`config.mk`:
```
export PLATFORM = sky130hd
export DESIGN_NAME = alu_seq_ctrl
export DESIGN_NICKNAME = d
export VERILOG_FILES = /design/src/rtl/alu_seq_ctrl.sv
export SDC_FILE = /design/constraint.sdc
export NUM_CORES = 1
export LEC_CHECK = 0
export CORE_MARGIN = 2
export CORE_UTILIZATION = 55
export CTS_CLUSTER_DIAMETER = 200
export CTS_CLUSTER_SIZE = 24
export DETAILED_ROUTE_END_ITERATION = 12
export PLACE_DENSITY = 0.81
export SLEW_MARGIN = 20
export SYNTH_ARGS = -nofsm -noshare
export SYNTH_HDL_FRONTEND = slang
export SYNTH_SLANG_ARGS = --single-unit
export TNS_END_PERCENT = 50
```
`constraint.sdc`:
```
create_clock -name clk -period 2.6 [get_ports clk]
set_input_delay 0.52 -clock clk [delete_from_list [all_inputs] [get_ports clk]]
set_output_delay 0.52 -clock clk [all_outputs]
set_load 0.1 [all_outputs]
```
`src/rtl/alu_seq_ctrl.sv`:
```
// alu_seq_ctrl: instruction FIFO, 4x4 register file and
// three-state sequencer driving a combinational 4-bit ALU.
module alu_seq_ctrl #(
  parameter int FIFO_DEPTH = 4
) (
  input  logic       clk,
  input  logic       rst,
  input  logic       in_valid,
  output logic       in_ready,
  input  logic [7:0] in_instr,
  input  logic       wr_en,
  input  logic [1:0] wr_addr,
  input  logic [3:0] wr_data,
  output logic       alu_enable,
  output logic [3:0] alu_a,
  output logic [3:0] alu_b,
  output logic [1:0] alu_opcode,
  input  logic [3:0] alu_out,
  output logic       res_valid,
  input  logic       res_ready,
  output logic [3:0] res_data,
  output logic [1:0] res_rd,
  output logic       busy
);

  localparam int AW = (FIFO_DEPTH > 1) ? $clog2(FIFO_DEPTH) : 1;
  localparam int CW = AW + 1;
  localparam logic [CW-1:0] FULL_CNT = CW'(FIFO_DEPTH);

  typedef enum logic [1:0] {
    IDLE = 2'd0,
    EXEC = 2'd1,
    RESP = 2'd2
  } state_t;

  state_t state;
  state_t state_nxt;

  logic [7:0]    fifo_mem [FIFO_DEPTH];
  logic [AW-1:0] wr_ptr;
  logic [AW-1:0] rd_ptr;
  logic [CW-1:0] count;

  logic full;
  logic empty;
  logic push;
  logic pop;
  logic wb;
  logic res_hs;

  logic [3:0] rf [4];
  logic [1:0] rd_q;

  logic [7:0] head;
  logic [1:0] head_op;
  logic [1:0] head_rd;
  logic [1:0] head_rs1;
  logic [1:0] head_rs2;

  assign full     = (count == FULL_CNT);
  assign empty    = (count == '0);
  assign in_ready = !full && !rst;
  assign push     = in_valid && in_ready;
  assign busy     = (state != IDLE) || !empty;

  assign head = fifo_mem[rd_ptr];
  assign {head_op, head_rd, head_rs1, head_rs2} = head;

  // State register
  always_ff @(posedge clk) begin
    if (rst) begin
      state <= IDLE;
    end else begin
      state <= state_nxt;
    end
  end

  // Next state and per-cycle control strobes
  always_comb begin
    state_nxt = state;
    pop       = 1'b0;
    wb        = 1'b0;
    res_hs    = 1'b0;
    unique case (state)
      IDLE: begin
        if (!empty) begin
          pop       = 1'b1;
          state_nxt = EXEC;
        end
      end
      EXEC: begin
        wb        = 1'b1;
        state_nxt = RESP;
      end
      RESP: begin
        if (res_ready) begin
          res_hs    = 1'b1;
          state_nxt = IDLE;
        end
      end
      default: state_nxt = IDLE;
    endcase
  end

  // FIFO storage; contents are don't-care once popped
  always_ff @(posedge clk) begin
    if (push) begin
      fifo_mem[wr_ptr] <= in_instr;
    end
  end

  // FIFO pointers and occupancy; pop only sees entries
  // present before this edge, so there is no fall-through
  always_ff @(posedge clk) begin
    if (rst) begin
      wr_ptr <= '0;
      rd_ptr <= '0;
      count  <= '0;
    end else begin
      if (push) begin
        wr_ptr <= wr_ptr + AW'(1);
      end
      if (pop) begin
        rd_ptr <= rd_ptr + AW'(1);
      end
      if (push && !pop) begin
        count <= count + CW'(1);
      end else if (pop && !push) begin
        count <= count - CW'(1);
      end
    end
  end

  // Register file; writeback is written last so it
  // overrides a host write to the same index
  always_ff @(posedge clk) begin
    if (rst) begin
      for (int i = 0; i < 4; i++) begin
        rf[i] <= '0;
      end
    end else begin
      if (wr_en) begin
        rf[wr_addr] <= wr_data;
      end
      if (wb) begin
        rf[rd_q] <= alu_out;
      end
    end
  end

  // ALU operand launch and result capture
  always_ff @(posedge clk) begin
    if (rst) begin
      alu_enable <= 1'b0;
      alu_a      <= '0;
      alu_b      <= '0;
      alu_opcode <= '0;
      rd_q       <= '0;
      res_valid  <= 1'b0;
      res_data   <= '0;
      res_rd     <= '0;
    end else begin
      if (pop) begin
        alu_enable <= 1'b1;
        alu_a      <= rf[head_rs1];
        alu_b      <= rf[head_rs2];
        alu_opcode <= head_op;
        rd_q       <= head_rd;
      end
      if (wb) begin
        alu_enable <= 1'b0;
        res_valid  <= 1'b1;
        res_data   <= alu_out;
        res_rd     <= rd_q;
      end
      if (res_hs) begin
        res_valid <= 1'b0;
      end
    end
  end

endmodule

```
* Word-level counts from Yosys, hierarchy flattened
Memories as Yosys holds them, arrays and structs flattened. A register that Yosys moved wholly into a read port is not among the register bits. Cells that the tools add are included.
Cells by class: $add $sub $neg 4, eq/ne operators 5, mux-type cells 28, reduce and logical (&&, ||, !) cells 19
Operator list (count):
- 1-bit 2-to-1 mux | 17
- 2-bit 2-to-1 mux | 6
- 4-bit 2-to-1 mux | 2
- 4-bit OR reduction | 2
- 3-bit 2-to-1 mux | 2
- 2-bit case mux with 3 select lines | 1
- 1-bit zero test | 5
- 2-bit by 1-bit adder with 2-bit output, second input constant | 2
- 1-bit logical AND | 4
- 2-bit inequality test, second input constant | 2
- 2-bit nonzero test | 2
- 2-bit OR reduction | 2
- 3-bit by 1-bit adder with 3-bit output, second input constant | 1
- 3-bit == test, second input constant | 1
- 3-bit zero test | 1
- 3-bit by 1-bit subtractor with 3-bit output, second input constant | 1
- 2-bit by 1-bit == test with 1-bit output, second input constant | 1
- 2-bit == test, second input constant | 1
- 2-bit zero test | 1
- 2-bit AND reduction | 1
- 1-bit logical OR | 1
Storage, ports and cells: register bits 21, bits in writable memories 48, input bits 23, output and inout port bits 20, logic and storage cells 68, memories kept 2
Memories:
- fifo_mem | words 4, width 8, rd ports 1, clocked after Yosys merged registers in 1, wr ports 1, RTL line 39 | logic [7:0] fifo_mem [FIFO_DEPTH];
- rf | words 4, width 4, rd ports 2, clocked after Yosys merged registers in 2, wr ports 4, RTL line 51 | logic [3:0] rf [4];

* Depth between registers and ports, before layout
Gate-level depths: netlist (run 1).
depth in word-level cells 8, gate-level depth with buffers 9

* Worst setup path after synthesis (run 1)
No wires, ideal clock.
path type input port to output port, from input port rst, to output port in_ready, arrival 2332 ps, path slack -252 ps, stages 4, cell sequence clkbuf_8 -> clkbuf_1 -> buf_1 -> nor2_1
Between the ends: cells in the longest elaborated chain, start to end 2
Ends and longest elaborated chain:
- from (decl) | RTL line 7 | input logic rst,
- 1-bit zero test | RTL line 62 | assign in_ready = !full && !rst;
- 1-bit logical AND | RTL line 62
- to (decl) | RTL line 9 | output logic in_ready,
No other way between the ends.

* Worst setup path in the final report (run 1)
Ends and elaborated chain as after synthesis.

==> flow_summary_export.csv, run 1 <==
group,metric,value,unit
status,status,"finished clean",
logic_synthesis,synth_common_cells,"48 x edfxtp_1, 33 x mux2i_1, 32 x nand2_1",
grt,grt-ovfl-total,0,
logic_synthesis,syn_area_per_cell,12.9,sq um
worst_setup_path,worstReg2RegEnd,"count[2]",
worst_setup_path,critical_path.top_delay_family,"buffers and inverters",
grt,grt_pass1_vias,2294,
sta,setup_violations,0,
cells_and_area,area_growth,18.3,%
worst_setup_path,path_max_fanout,37,
grt,antenna_found_initial,0,
worst_setup_path,slowest_delay,540,ps
logic_synthesis,synth.most_common_cell,"edfxtp_1",
drt,wl,6780,um
logic_synthesis,syn-cell-area,3550,sq um
worst_setup_path,crit_slowest_cell,"clkdlybuf4s50_1",
placement,dp_slack,1.58,ps
worst_setup_path,path_class,"in -> out",
worst_setup_path,r2r_start,"count[1]",
floorplan,ios,43,
placement,gp_congestion,0.862,
logic_synthesis,async_reset_ff_share,0,%
drt,drt_iter0_drc,190,
clocking,cts_tree,"built",
min_path,hold-path-endpoint,"res_data[1]",
logic_synthesis,post-synth-top-area-fraction,40.6,%
cells_and_area,nNetsFinal,353,
logic_synthesis,yosysUniqueCellTypes,41,
worst_setup_path,crit_arrival,1750,ps
placement,place_area,4020,sq um
worst_setup_path,r2r_cells,8,
floorplan,num_rows,29,
drt,num_vias,2409,
cells_and_area,drive_above_1_share,17.9,%
logic_synthesis,yosysTopAreaCell,"edfxtp_1",
clocking,cts_buffer_depth,2,
placement,post-dp-hpwl,4920,um
logic_synthesis,ys.warnings.count,0,
sta,setup_slack,335,ps
drt,drt_first_pass_iters,5,
clocking,clk_pin_slew,80,ps
sta,worstMarginPinSlew,509,ps
grt,grt_pass1_wl,10900,um
drt,detail_route.wl_per_cell,16.7,um
grt,use_met2,33.1,%
logic_synthesis,synth.area.top_cells,"edfxtp_1 41%, dfxtp_1 17%, mux2i_1 9.3%",
grt,busiest_layer,"met2",
clocking,cts_sinks,79,
drt,drt-vias-per-instance,5.93,
sta,finalHoldViolCount,0,
grt,grt_usage,19.8,%
floorplan,start_util,56.3,%
worst_setup_path,critPathLaunchType,"input port",
sta,fin_setup_tns,0,ps
power_and_ir_drop,clockPowerShare,18.7,%
power_and_ir_drop,switchingPower,2000,uW
sta,rsz0062_at_grt,"false",
min_path,min-delay-start,"res_data[1]",
power_and_ir_drop,p_total,4500,uW
cells_and_area,antennaDiodeCount,0,
cells_and_area,postLayoutCellArea,4200,sq um
cells_and_area,utilization,66.5,%
worst_setup_path,required,2080,ps
logic_synthesis,yosysSeqAreaShare,58.0,%
power_and_ir_drop,p_leak,0.00161,uW
clocking,worstSkewPairLatency,340,ps
worst_setup_path,r2r_slack,460,ps
clocking,post_cts_resized,0,
power_and_ir_drop,p_seq_share,38.0,%
logic_synthesis,synth_edf_count,48,
clocking,cts_root_buffer,"clkbuf_8",
floorplan,dieHeight,84.4,um
clocking,post_cts_buffers,0,
grt,gr-usage-met3,3.83,%
power_and_ir_drop,ir_drop,1050,uV
sta,slew_viol_final,0,
floorplan,die-area,7120,sq um
logic_synthesis,synth_nets,304,
cells_and_area,fillers,480,
power_and_ir_drop,powerDensity,1070,nW/um^2
min_path,hold_class,"reg -> reg",
worst_setup_path,cp_cell_sequence,"clkdlybuf4s50_1, buf_4, nor2_2, buf_12",
sta,slew_headroom,66.0,%
power_and_ir_drop,p_comb_share,43.3,%
logic_synthesis,synth-seq-cells,79,
power_and_ir_drop,p_sw_share,44.4,%
logic_synthesis,synthFlopType,"edfxtp_1",
grt,grt_max_degree,38,
clocking,cts_made_buffers,9,
drt,remaining_drc_errors,0,
drt,ant_nets,0,
flow_run,drv_cap,0,
sta,fin_skew,9.99,ps
min_path,worstHoldPathCells,2,
placement,io_buffer_count,42,
worst_setup_path,critPathCaptureType,"output pin",
clocking,htreeDepth,3,
sta,fin_crit_sh,87.1,%
floorplan,die_w,84.4,um
floorplan,core,6310,sq um
sta,post-route-min-period,2270,ps
sta,fmax,0.441,GHz
worst_setup_path,crit_buf_inv,3,
grt,use_met1,24.8,%
logic_synthesis,synthCells,275,
clocking,hold_buffers,0,
power_and_ir_drop,internal_power,2510,uW
==> power groups by stage <==
stage          clock (uW)  sequential (uW)  combinational, uW
2_1_floorplan           0             2310                949
3_3_place_gp            0             1730               1900
3_5_place_dp            0             1740               1940
4_1_cts               862             1720               1950
5_1_grt               926             1740               2050
6_report              844             1710               1950
==> cells in the final DEF, fill, tap and decap left out, types with 6 or more instances in the layout <==
cell type / netlist / routed
a21oi_1: 18 / 18
buf_4: 2 / 30
clkbuf_8: 1 / 9
clkdlybuf4s50_1: 0 / 22
dfxtp_1: 31 / 31
edfxtp_1: 48 / 48
inv_1: 10 / 10
mux2i_1: 33 / 33
mux4_1: 6 / 6
nand2_1: 32 / 32
nand3_1: 7 / 7
o211ai_1: 8 / 8
o21ai_0: 6 / 6
o221ai_1: 8 / 8
==> worst max-delay path by stage <==
stage | startpoint | endpoint | slack [ps] | cells past startpoint
2_1_floorplan | rst | in_ready | 200 | 4
3_3_place_gp | rst | count[2] | 50 | 8
3_5_place_dp | rst | count[2] | 2 | 8
4_1_cts | rst | in_ready | 340 | 4
5_1_grt | rst | count[2] | 240 | 8
6_report | rst | in_ready | 330 | 4
==> sequential cells by signal, indices dropped and copies added (netlist names), named ones only <==
signal      count
res_rd          2
count           3
alu_b           4
wr_ptr          2
alu_a           4
state           2
alu_opcode      2
alu_enable      1
rf             16
res_data        4
rd_q            2
rd_ptr          2
fifo_mem       32
res_valid       1
==> per-stage QoR <==
stage | hold WS (ps) | cells
global placement | 449 | 390
floorplan | 455 | 275
detailed placement | 455 | 390
CTS | 466 | 406
global route | 488 | 406
finish | 459 | 406
==> cells by family after synthesis <==
family,after synthesis,synth area share [%]
simple gates,78,11.9
xor+xnor,2,0.493
fa+ha+maj,6,2.32
buf+inv,26,4.44
mux,42,15.3
flops,79,58.0
compound gates,42,7.47
==> worst reg2reg max path, delay by kind of cell (launching register included) <==
| kind | cells | cell delay (ps) |
|---|---|---|
| AND/OR/NAND/NOR | 3 | 820 |
| adder cells (fa/ha/maj) | 2 | 540 |
| flip-flops | 1 | 370 |
| XOR/XNOR | 1 | 170 |
| AO/OA/AOI/OAI | 1 | 130 |
| buffers and inverters | 1 | 60 |
==> metal layers <==
metal  wire length [um]  vias up
met4                161        0
met1               2830     1178
met5                  0        -
met2               3510       78
met3                286       16
li1                   -     1137
==> area by class of cell <==
type	count	area (sq um)	area share, %
Sequential cell	79	2060	49.1
Multi-Input combinational cell	170	1340	31.8
Timing Repair Buffer	54	485	11.6
Clock buffer	9	124	2.95
Tap cell	77	96.3	2.29
Clock inverter	7	61.3	1.46
Inverter	10	37.5	0.893
Power figures use the tool's default switching activity.
==> run 2, diff against run 1 <==
ABC_CLOCK_PERIOD_IN_PS = 2600   (was unset)
CORE_ASPECT_RATIO = 0.9   (was unset)
==> run 2 against run 1 <==
Core utilization up 1.7 points. Count of clock-buffer cells in the layout is the same. First-iteration DRC count down 19%. Combinational power hardly changed. Critical path type is now in -> reg.
==> flow_summary_export.csv, run 2 (synthesis results as in run 1) <==
group,metric,value,unit
floorplan,dieHeight,80.2,um
clocking,post_cts_buffers,0,
cells_and_area,area_growth,18.7,%
power_and_ir_drop,p_leak,0.00161,uW
worst_setup_path,r2r_cells,8,
sta,fin_skew,9.95,ps
sta,rsz0062_at_grt,"false",
sta,fin_crit_sh,88.6,%
cells_and_area,finalNonFillerCells,415,
sta,fin_setup_tns,0,ps
sta,setup_violations,0,
power_and_ir_drop,powerDensity,1080,nW/um^2
worst_setup_path,slowest_delay,490,ps
status,status,"finished clean",
floorplan,num_rows,27,
floorplan,die_w,88.7,um
worst_setup_path,critical_path.top_delay_family,"simple AND/OR/NAND/NOR gates",
cells_and_area,largest_reg_flops,32,
flow_run,drv_cap,0,
sta,slew_headroom,58.0,%
drt,drt_first_pass_iters,4,
clocking,clk_pin_slew,70,ps
clocking,cts_tree,"built",
placement,io_buffer_count,42,
drt,wl,6920,um
grt,grt-ovfl-total,0,
sta,post-route-min-period,2300,ps
worst_setup_path,worstSetupStartpoint,"rst",
worst_setup_path,r2r_slack,460,ps
worst_setup_path,path_max_fanout,2,
worst_setup_path,worstReg2RegEnd,"count[2]",
worst_setup_path,crit_arrival,2580,ps
worst_setup_path,crit_path_end,"count[2]",
placement,gp_congestion,0.829,
min_path,hold_class,"reg -> reg",
clocking,cts_root_buffer,"clkbuf_8",
power_and_ir_drop,p_sw_share,43.1,%
cells_and_area,drive_above_1_share,17.7,%
drt,ant_nets,0,
grt,grt_pass1_vias,2279,
clocking,post_cts_resized,0,
worst_setup_path,r2r_start,"count[1]",
cells_and_area,final_cell_mix,"48 x edfxtp_1, 33 x mux2i_1, 32 x nand2_1, 31 x dfxtp_1, 29 x buf_4",
worst_setup_path,cp_cell_sequence,"clkdlybuf4s50_1, nor3_1, ha_1, inv_1, fa_1, xor2_1, or3_1, a21oi_1",
sta,worstMarginPinSlew,621,ps
sta,fmax,0.434,GHz
power_and_ir_drop,clockPowerShare,19.5,%
grt,grt_max_degree,38,
cells_and_area,postLayoutCellArea,4220,sq um
cells_and_area,nNetsFinal,352,
worst_setup_path,path_class,"in -> reg",
power_and_ir_drop,ir_drop,577,uV
worst_setup_path,crit_buf_inv,2,
worst_setup_path,critPathLaunchType,"input port",
floorplan,core,6180,sq um
worst_setup_path,required,2870,ps
clocking,cts_made_buffers,9,
power_and_ir_drop,p_seq_share,37.7,%
worst_setup_path,cp.depth,8,
drt,drt-vias-per-instance,5.65,
grt,grt_pass1_wl,11000,um
floorplan,start_util,57.5,%
clocking,cts_sinks,79,
placement,post-dp-hpwl,5030,um
worst_setup_path,critPathCaptureType,"register",
placement,dp.cells,399,
sta,slew_viol_final,0,
drt,remaining_drc_errors,0,
drt,drt_iter0_drc,154,
clocking,worstSkewPairLatency,340,ps
placement,place_area,4020,sq um
grt,antenna_found_initial,0,
power_and_ir_drop,p_total,4540,uW
power_and_ir_drop,internal_power,2580,uW
grt,grt_usage,20.8,%
power_and_ir_drop,p_comb_share,42.7,%
clocking,cts_buffer_depth,2,
cells_and_area,layout_commonest_cell,"edfxtp_1",
clocking,htreeDepth,3,
cells_and_area,top_register,"fifo_mem",
sta,finalHoldViolCount,0,
clocking,hold_buffers,0,
floorplan,die-area,7120,sq um
drt,num_vias,2345,
floorplan,ios,43,
cells_and_area,reg.largest.list,"fifo_mem: 32 flops, rf: 16 flops",
worst_setup_path,crit_slowest_cell,"clkdlybuf4s50_1",
cells_and_area,antennaDiodeCount,0,
drt,detail_route.wl_per_cell,16.7,um
power_and_ir_drop,switchingPower,1960,uW
-- run 2: cell types whose count changed in the layout (fill, tap and decap cells not counted) --
cell / before / now
inv_6: 4 / 1
clkinv_2: 0 / 2
buf_4: 30 / 29
bufinv_16: 0 / 1
clkinv_4: 0 / 1
inv_8: 1 / 0
-- run 2: final cells by class --
type,instances,area [sq um]
Inverter,10,37.5
Tap cell,87,109
Timing Repair Buffer,53,478
Multi-Input combinational cell,170,1340
Clock buffer,9,124
Clock inverter,7,72.6
Fill cell,469,1960
Sequential cell,79,2060
-- run 2: per-stage QoR --
| stage | hold WS (ps) | util [%] | worst slack [ps] |
|---|---|---|---|
| 2_1_floorplan | 455 | - | 202 |
| 3_5_place_dp | 450 | 65.0 | -51.6 |
| 3_3_place_gp | 448 | 65.0 | 31.0 |
| 5_1_grt | 496 | 68.2 | 186 |
| 4_1_cts | 461 | 68.2 | 293 |
| 6_report | 460 | 68.2 | 296 |
-- run 2: power groups by stage --
| stage | sequential (uW) | clock [uW] | combinational, uW |
|---|---|---|---|
| floorplan | 2310 | 0 | 949 |
| global placement | 1730 | 0 | 1910 |
| detailed placement | 1740 | 0 | 1940 |
| CTS | 1720 | 898 | 1950 |
| global route | 1750 | 942 | 2050 |
| finish | 1710 | 888 | 1940 |
-- run 2: how the worst min path moves through the flow --
stage	depth (start not counted)	slack (ps)	to	startpoint
floorplan	2	450	register	rd_ptr[1]
global placement	2	450	res_data[2]	res_data[2]
detailed placement	2	450	res_data[1]	res_data[1]
CTS	2	460	res_data[1]	res_data[1]
global route	2	500	res_data[3]	res_data[3]
finish	2	460	res_data[1]	res_data[1]
-- run 2: routing by layer --
layer,GRT usage [%],share of wire (%)
met1,26.7,42
met2,34.6,51
met3,5.65,6.3
met4,5.61,0.69
met5,0,0
-- run 2: tightest hold or removal path, delay by kind of cell (launching register included) --
| kind | cells | cell delay (ps) |
|---|---|---|
| compound gates | 1 | 50 |
| simple gates | 1 | 50 |
| flops | 1 | 310 |
